**config.mk**
```make
export PLATFORM = sky130hd
export DESIGN_NAME = onchip_pixel_reader
export DESIGN_NICKNAME = d
export VERILOG_FILES = /design/src/rtl/pixel_reader_pkg.sv /design/src/rtl/pixel_reader_fifo.sv /design/src/rtl/onchip_pixel_reader.sv
export SDC_FILE = /design/constraint.sdc
export NUM_CORES = 1
export LEC_CHECK = 0
export ABC_AREA = 1
export CAP_MARGIN = 20
export CORE_UTILIZATION = 45
export DETAILED_ROUTE_END_ITERATION = 10
export GPL_ROUTABILITY_DRIVEN = 0
export HOLD_SLACK_MARGIN = 0.08
export PLACE_DENSITY = 0.65
export SKIP_CTS_REPAIR_TIMING = 1
export SLEW_MARGIN = 20
export SYNTH_ARGS = -nofsm -noshare
export SYNTH_HDL_FRONTEND = slang
export SYNTH_SLANG_ARGS = --single-unit
```
**constraint.sdc**
```tcl
create_clock -name clk -period 3.53 [get_ports clk]
set_input_delay 0.5295 -clock clk [delete_from_list [all_inputs] [get_ports clk]]
set_output_delay 0.5295 -clock clk [all_outputs]
set_load 0.01 [all_outputs]
```
**src/rtl/pixel_reader_pkg.sv**
```systemverilog
// Shared types and constants for the on-chip pixel reader.
package pixel_reader_pkg;

    localparam int unsigned MEM_ADDR_W   = 11;
    localparam int unsigned PIX_PER_WORD = 4;
    localparam int unsigned LANE_W       = $clog2(PIX_PER_WORD);

    typedef enum logic [1:0] {
        IDLE  = 2'd0,
        FETCH = 2'd1,
        DRAIN = 2'd2,
        DONE  = 2'd3
    } state_t;

endpackage

```
**src/rtl/pixel_reader_fifo.sv**
```systemverilog
// Synchronous word FIFO with occupancy count and a look-ahead of the word that
// will sit at the head after the current clock edge.
module pixel_reader_fifo #(
    parameter  int unsigned DEPTH = 4,
    parameter  int unsigned WIDTH = 32,
    localparam int unsigned CNT_W = $clog2(DEPTH) + 1
) (
    input  logic             clk,
    input  logic             reset_n,
    input  logic             flush,
    input  logic             push,
    input  logic             pop,
    input  logic [WIDTH-1:0] wr_data,
    output logic [CNT_W-1:0] count,
    output logic [WIDTH-1:0] head_next_c
);

    localparam int unsigned PTR_W = $clog2(DEPTH);

    logic [WIDTH-1:0] mem [DEPTH];
    logic [PTR_W-1:0] wr_ptr;
    logic [PTR_W-1:0] rd_ptr;
    logic [PTR_W-1:0] rd_ptr_nxt;
    logic [CNT_W-1:0] remain;

    always_ff @(posedge clk) begin
        if (push) begin
            mem[wr_ptr] <= wr_data;
        end
    end

    always_ff @(posedge clk or negedge reset_n) begin
        if (!reset_n) begin
            wr_ptr <= '0;
            rd_ptr <= '0;
            count  <= '0;
        end else if (flush) begin
            wr_ptr <= '0;
            rd_ptr <= '0;
            count  <= '0;
        end else begin
            wr_ptr <= wr_ptr + PTR_W'(push);
            rd_ptr <= rd_ptr_nxt;
            count  <= count + CNT_W'(push) - CNT_W'(pop);
        end
    end

    // A word pushed into an otherwise-empty FIFO becomes the head directly.
    always_comb begin
        rd_ptr_nxt  = rd_ptr + PTR_W'(pop);
        remain      = count - CNT_W'(pop);
        head_next_c = (remain == '0) ? wr_data : mem[rd_ptr_nxt];
    end

endmodule

```
**src/rtl/onchip_pixel_reader.sv**
```systemverilog
// Streaming reader: fetches a run of words from on-chip memory and emits them
// as little-endian 8-bit pixels. Define PIXEL_READER_ABORT_EN to add the abort input.
module onchip_pixel_reader
    import pixel_reader_pkg::*;
#(
    parameter int unsigned ADDR_W     = MEM_ADDR_W,
    parameter int unsigned DATA_W     = 32,
    parameter int unsigned PIX_W      = 8,
    parameter int unsigned FIFO_DEPTH = 4
) (
    input  logic                clk,
    input  logic                reset_n,
    input  logic                start,
    input  logic [ADDR_W-1:0]   base_addr,
    input  logic [ADDR_W:0]     word_count,
`ifdef PIXEL_READER_ABORT_EN
    input  logic                abort,
`endif
    output logic                busy,
    output logic                done,
    output logic [ADDR_W-1:0]   mem_address,
    output logic                mem_chipselect,
    output logic                mem_write,
    output logic [DATA_W/8-1:0] mem_byteenable,
    output logic                mem_clken,
    input  logic [DATA_W-1:0]   mem_readdata,
    output logic [PIX_W-1:0]    pix_data,
    output logic                pix_valid,
    input  logic                pix_ready,
    output logic                pix_last
);

    localparam int unsigned CNT_W  = $clog2(FIFO_DEPTH) + 1;
    localparam int unsigned WCNT_W = ADDR_W + 1;

    state_t               state_q, state_d;
    logic [WCNT_W-1:0]    issue_left_q, issue_left_d;
    logic [WCNT_W-1:0]    words_left_q, words_left_d;
    logic [LANE_W-1:0]    lane_q, lane_d;
    logic                 inflight_q, inflight_d;
    logic                 busy_d, done_d, cs_d, valid_d, last_d;
    logic [ADDR_W-1:0]    addr_d;
    logic [PIX_W-1:0]     pix_d;
    logic                 hs, pop, flush;
    logic [CNT_W-1:0]     fifo_count, count_nxt;
    logic [DATA_W-1:0]    head_next;
    logic [PIX_PER_WORD-1:0][PIX_W-1:0] head_lanes;

    assign mem_write      = 1'b0;
    assign mem_byteenable = '1;
    assign mem_clken      = 1'b1;

    assign hs         = pix_valid & pix_ready;
    assign pop        = hs && (lane_q == LANE_W'(PIX_PER_WORD - 1));
    assign head_lanes = head_next;

    pixel_reader_fifo #(
        .DEPTH (FIFO_DEPTH),
        .WIDTH (DATA_W)
    ) u_fifo (
        .clk         (clk),
        .reset_n     (reset_n),
        .flush       (flush),
        .push        (inflight_q),
        .pop         (pop),
        .wr_data     (mem_readdata),
        .count       (fifo_count),
        .head_next_c (head_next)
    );

    // Next-state, issue/credit and next pixel presentation.
    always_comb begin
        state_d      = state_q;
        issue_left_d = issue_left_q;
        words_left_d = words_left_q - WCNT_W'(pop);
        lane_d       = hs ? lane_q + LANE_W'(1) : lane_q;
        addr_d       = mem_chipselect ? mem_address + ADDR_W'(1) : mem_address;
        cs_d         = 1'b0;
        inflight_d   = mem_chipselect;
        flush        = 1'b0;
        count_nxt    = fifo_count + CNT_W'(inflight_q) - CNT_W'(pop);

        case (state_q)
            IDLE: begin
                if (start) begin
                    words_left_d = word_count;
                    if (word_count != '0) begin
                        state_d      = FETCH;
                        cs_d         = 1'b1;
                        addr_d       = base_addr;
                        issue_left_d = word_count - WCNT_W'(1);
                    end else begin
                        state_d = DONE;
                    end
                end
            end
            FETCH: begin
                // Credit: buffered words plus reads still in the memory pipe must fit.
                if (issue_left_q == '0) begin
                    state_d = DRAIN;
                end else if ((count_nxt + CNT_W'(mem_chipselect)) < CNT_W'(FIFO_DEPTH)) begin
                    cs_d         = 1'b1;
                    issue_left_d = issue_left_q - WCNT_W'(1);
                end
            end
            DRAIN: begin
                if (hs && pix_last) begin
                    state_d = DONE;
                end
            end
            DONE: begin
                state_d = IDLE;
            end
            default: begin
                state_d = IDLE;
            end
        endcase

`ifdef PIXEL_READER_ABORT_EN
        if (abort && ((state_q == FETCH) || (state_q == DRAIN))) begin
            state_d      = IDLE;
            cs_d         = 1'b0;
            inflight_d   = 1'b0;
            flush        = 1'b1;
            count_nxt    = '0;
            lane_d       = '0;
            issue_left_d = '0;
            words_left_d = '0;
        end
`endif

        valid_d = (count_nxt != '0);
        pix_d   = valid_d ? head_lanes[lane_d] : '0;
        last_d  = valid_d && (lane_d == LANE_W'(PIX_PER_WORD - 1)) && (words_left_d == WCNT_W'(1));
        busy_d  = (state_d == FETCH) || (state_d == DRAIN);
        done_d  = (state_d == DONE);
    end

    always_ff @(posedge clk or negedge reset_n) begin
        if (!reset_n) begin
            state_q        <= IDLE;
            issue_left_q   <= '0;
            words_left_q   <= '0;
            lane_q         <= '0;
            inflight_q     <= 1'b0;
            busy           <= 1'b0;
            done           <= 1'b0;
            mem_address    <= '0;
            mem_chipselect <= 1'b0;
            pix_data       <= '0;
            pix_valid      <= 1'b0;
            pix_last       <= 1'b0;
        end else begin
            state_q        <= state_d;
            issue_left_q   <= issue_left_d;
            words_left_q   <= words_left_d;
            lane_q         <= lane_d;
            inflight_q     <= inflight_d;
            busy           <= busy_d;
            done           <= done_d;
            mem_address    <= addr_d;
            mem_chipselect <= cs_d;
            pix_data       <= pix_d;
            pix_valid      <= valid_d;
            pix_last       <= last_d;
        end
    end

endmodule

```
==> key figures <==
CTS
  – CTS Buf Count: 17
  – CTS max path bufs: 2
  – Clk_lat worst skew: 0.44 ns
  – TritonCTS clock tree: done
  – Clk Tree Root Cell: clkbuf_16
  – Clock transition at path regs: 0.07 ns
  – Depth of the CTS H-tree: 4
  – Clock Sinks: 188

Synth
  – Dominant synthesized flop cell: edfxtp_1
  – Number of synthesized flops with an enable pin: 128
  – Distinct cells, synth: 42
  – Post-synthesis cell count: 956
  – Top cell type's share of synthesized area: 42.4%
  – Asr flop ratio synth: 31.9%
  – Top-count cell post-synth: nand2_1
  – Ys Warns: 0
  – Area leader, netlist: edfxtp_1
  – Synth area leaders: edfxtp_1, dfrtp_1, nand2_1
  – Sequential share of the synthesized area: 59.0%
  – Avg Cell Area, Syn: 9.48 sq um
  – Netlist Area Pre-Place: 9070 sq um
  – Yosys reg bits: 188
  – Commonest cells post-synth: nand2_1, edfxtp_1, inv_1

Global route
  – Antenna violations before repair: 1
  – Number of global-route vias before repair: 6,164
  – Overall Global Routing Usage: 20.1%
  – Grt ovf: 0
  – Largest net degree at the start of global routing: 43
  – First-pass GRT wire length: 31.4 mm

Floorplanning
  – Die width: 144 um
  – Starting Density: 46.3%
  – Std-Cell Rows: 51
  – # IOs: 89
  – Core Area: 19,600 sq um
  – Die area: 20,700 sq um
  – Die outline height: 144 um

Timing
  – Slew Limit Fails: 0
  – Clock skew: 0.00664 ns
  – Count of final hold-check violations: 0
  – Setup TNS: 0 ns
  – RSZ-0062 raised after global routing: false
  – Setup violators final: 0
  – Tightest Pin Transition: 0.892 ns
  – Fmax: 345 MHz
  – Final min period: 2.90 ns
  – Rel. slew slack: 40.2%
  – Tcrit/Tclk final: 82.2%

Finish
  – Nets@finish: 1,113
  – Fill cells: 1,712
  – Final Core Density: 55.6%
  – Multi-input combinational cell area: 3100 sq um
  – Antenna cells: 0
  – Area growth syn-to-layout: 20.1%
  – Reg area: 5350 sq um
  – Share of layout cells above drive strength 1: 8.06%
  – Non-Filler Instances: 1,320

Power
  – Leak Pwr: 4.71 nW
  – PD cells: 944 nW/um^2
  – Max VDD drop: 0.000440 V
  – Total power draw: 10.3 mW

Detailed routing
  – DRC violations left: 0
  – Total Wirelength: 19.6 mm
  – Initial DRC count: 373
  – Drt pass-1 iters: 5
  – Final ANT Viol Nets: 0
  – DR vias/cell: 4.93
  – Vias: 6,505
  – Avg WL per Cell: 14.8 um

Run
  – Max-Cap Viols: 0

Setup path
  – R2r setup slk: 0.80 ns
  – Crit Path Category: in2reg
  – Reg2reg end: issue_left_q[1]
  – Worst-case reg-to-reg path depth: 16
  – CP Capture Type: flip-flop
  – Required time worst endpoint: 3.84 ns
  – Setup crit start kind: input port
  – R2r startpoint: lane_q[0]
  – WP data arrival: 3.21 ns
  – Crit-path max FO: 19

Outcome
  – Outcome: finished, final reports clean

Placed design
  – Post-DP HPWL: 13.4 mm
  – Dpl cells: 1,288
  – Port buffer count: 82

Worst hold path
  – Worst hold path type: in2async
==> flip-flops by register name (all words and copies together) (netlist names), 2 cells and up <==
signal         cells
u_fifo.mem       128
issue_left_q      12
words_left_q      12
mem_address       11
pix_data           8
u_fifo.count       3
lane_q             2
state_q            2
u_fifo.rd_ptr      2
u_fifo.wr_ptr      2
==> cell families (layout without fill, tap and decap cells) <==
logic type,Yosys count,in the layout,synth area share (%)
compound gates,92,92,6.20
xor+xnor,19,19,1.92
fa+ha+maj,12,12,1.74
buf+inv,165,260,7.41
flops,188,188,59.0
mux,19,19,2.10
other cells,2,6,0.0828
simple gates,459,459,21.6
==> layout by cell type (no fill, tap or decap), types with 6 or more instances in the layout <==
cell type | Yosys | layout
inv_1 | 117 | 117
o211ai_1 | 24 | 24
dfrtp_1 | 60 | 60
nand3_1 | 88 | 88
clkdlybuf4s50_1 | 0 | 81
nor2_1 | 57 | 57
xor2_1 | 12 | 12
ha_1 | 11 | 10
a21oi_1 | 6 | 6
nand2_1 | 277 | 277
o21ai_0 | 32 | 32
edfxtp_1 | 128 | 128
o21ai_1 | 16 | 16
mux2i_1 | 19 | 19
inv_2 | 7 | 7
nand3b_1 | 13 | 13
clkbuf_16 | 0 | 17
conb_1 | 2 | 6
buf_4 | 8 | 20
==> where the power goes <==
group | internal, mW | total [mW] | switching, mW
Combinational | 1.78 | 4.73 | 2.95
Sequential | 3.20 | 3.55 | 0.350
Clock | 1.04 | 2.00 | 0.954
==> routing by layer <==
layer / routed length [um] / vias to the layer above / global-route usage, %
li1: - / 3308 / -
met1: 8920 / 2999 / 26.1
met2: 9300 / 171 / 33.1
met3: 1030 / 25 / 4.33
met4: 293 / 2 / 7.00
met5: 11 / - / 0
==> worst max path at each step <==
stage / start / endpoint / slack [ns] / cells past startpoint
detailed placement: pix_ready / issue_left_q[1] / 0.17 / 16
CTS: pix_ready / issue_left_q[1] / 0.60 / 16
finish: pix_ready / issue_left_q[1] / 0.63 / 16
global route: pix_ready / issue_left_q[1] / 0.36 / 15
floorplan: u_fifo.wr_ptr[1] / u_fifo.mem[3][0] / 0.39 / 2
global placement: pix_ready / issue_left_q[1] / 0.27 / 16
==> cell type report <==
class                           instances  share of cell area, %
Inverter                              124                   4.27
Clock inverter                         15                   1.93
Multi-Input combinational cell        607                   28.5
Timing Repair Buffer                  104                   9.24
Tap cell                              265                   3.05
Sequential cell                       188                   49.1
Clock buffer                           17                   3.91
==> through the flow <==
stage               area (sq um)  worst slack (ns)  hold WS, ns
floorplan                   9080             0.387        0.234
global placement           10300             0.272        0.532
detailed placement         10300             0.168        0.529
CTS                        10900             0.597        0.182
global route               10900             0.362        0.217
finish                     10900             0.630        0.161
==> critical path, cell delays in order <==
cell             delay [ns]
clkdlybuf4s50_1        0.51
nand2_1                0.17
nor2_2                 0.21
xnor2_2                0.14
inv_1                  0.06
ha_1                   0.18
inv_1                  0.06
fa_1                   0.41
inv_1                  0.10
nand3_1                0.09
inv_1                  0.07
nand3_1                0.09
nand4_2                0.18
nand2_2                0.23
nand2_1                0.11
o21ai_0                0.08
Power figures use the tool's default switching activity.
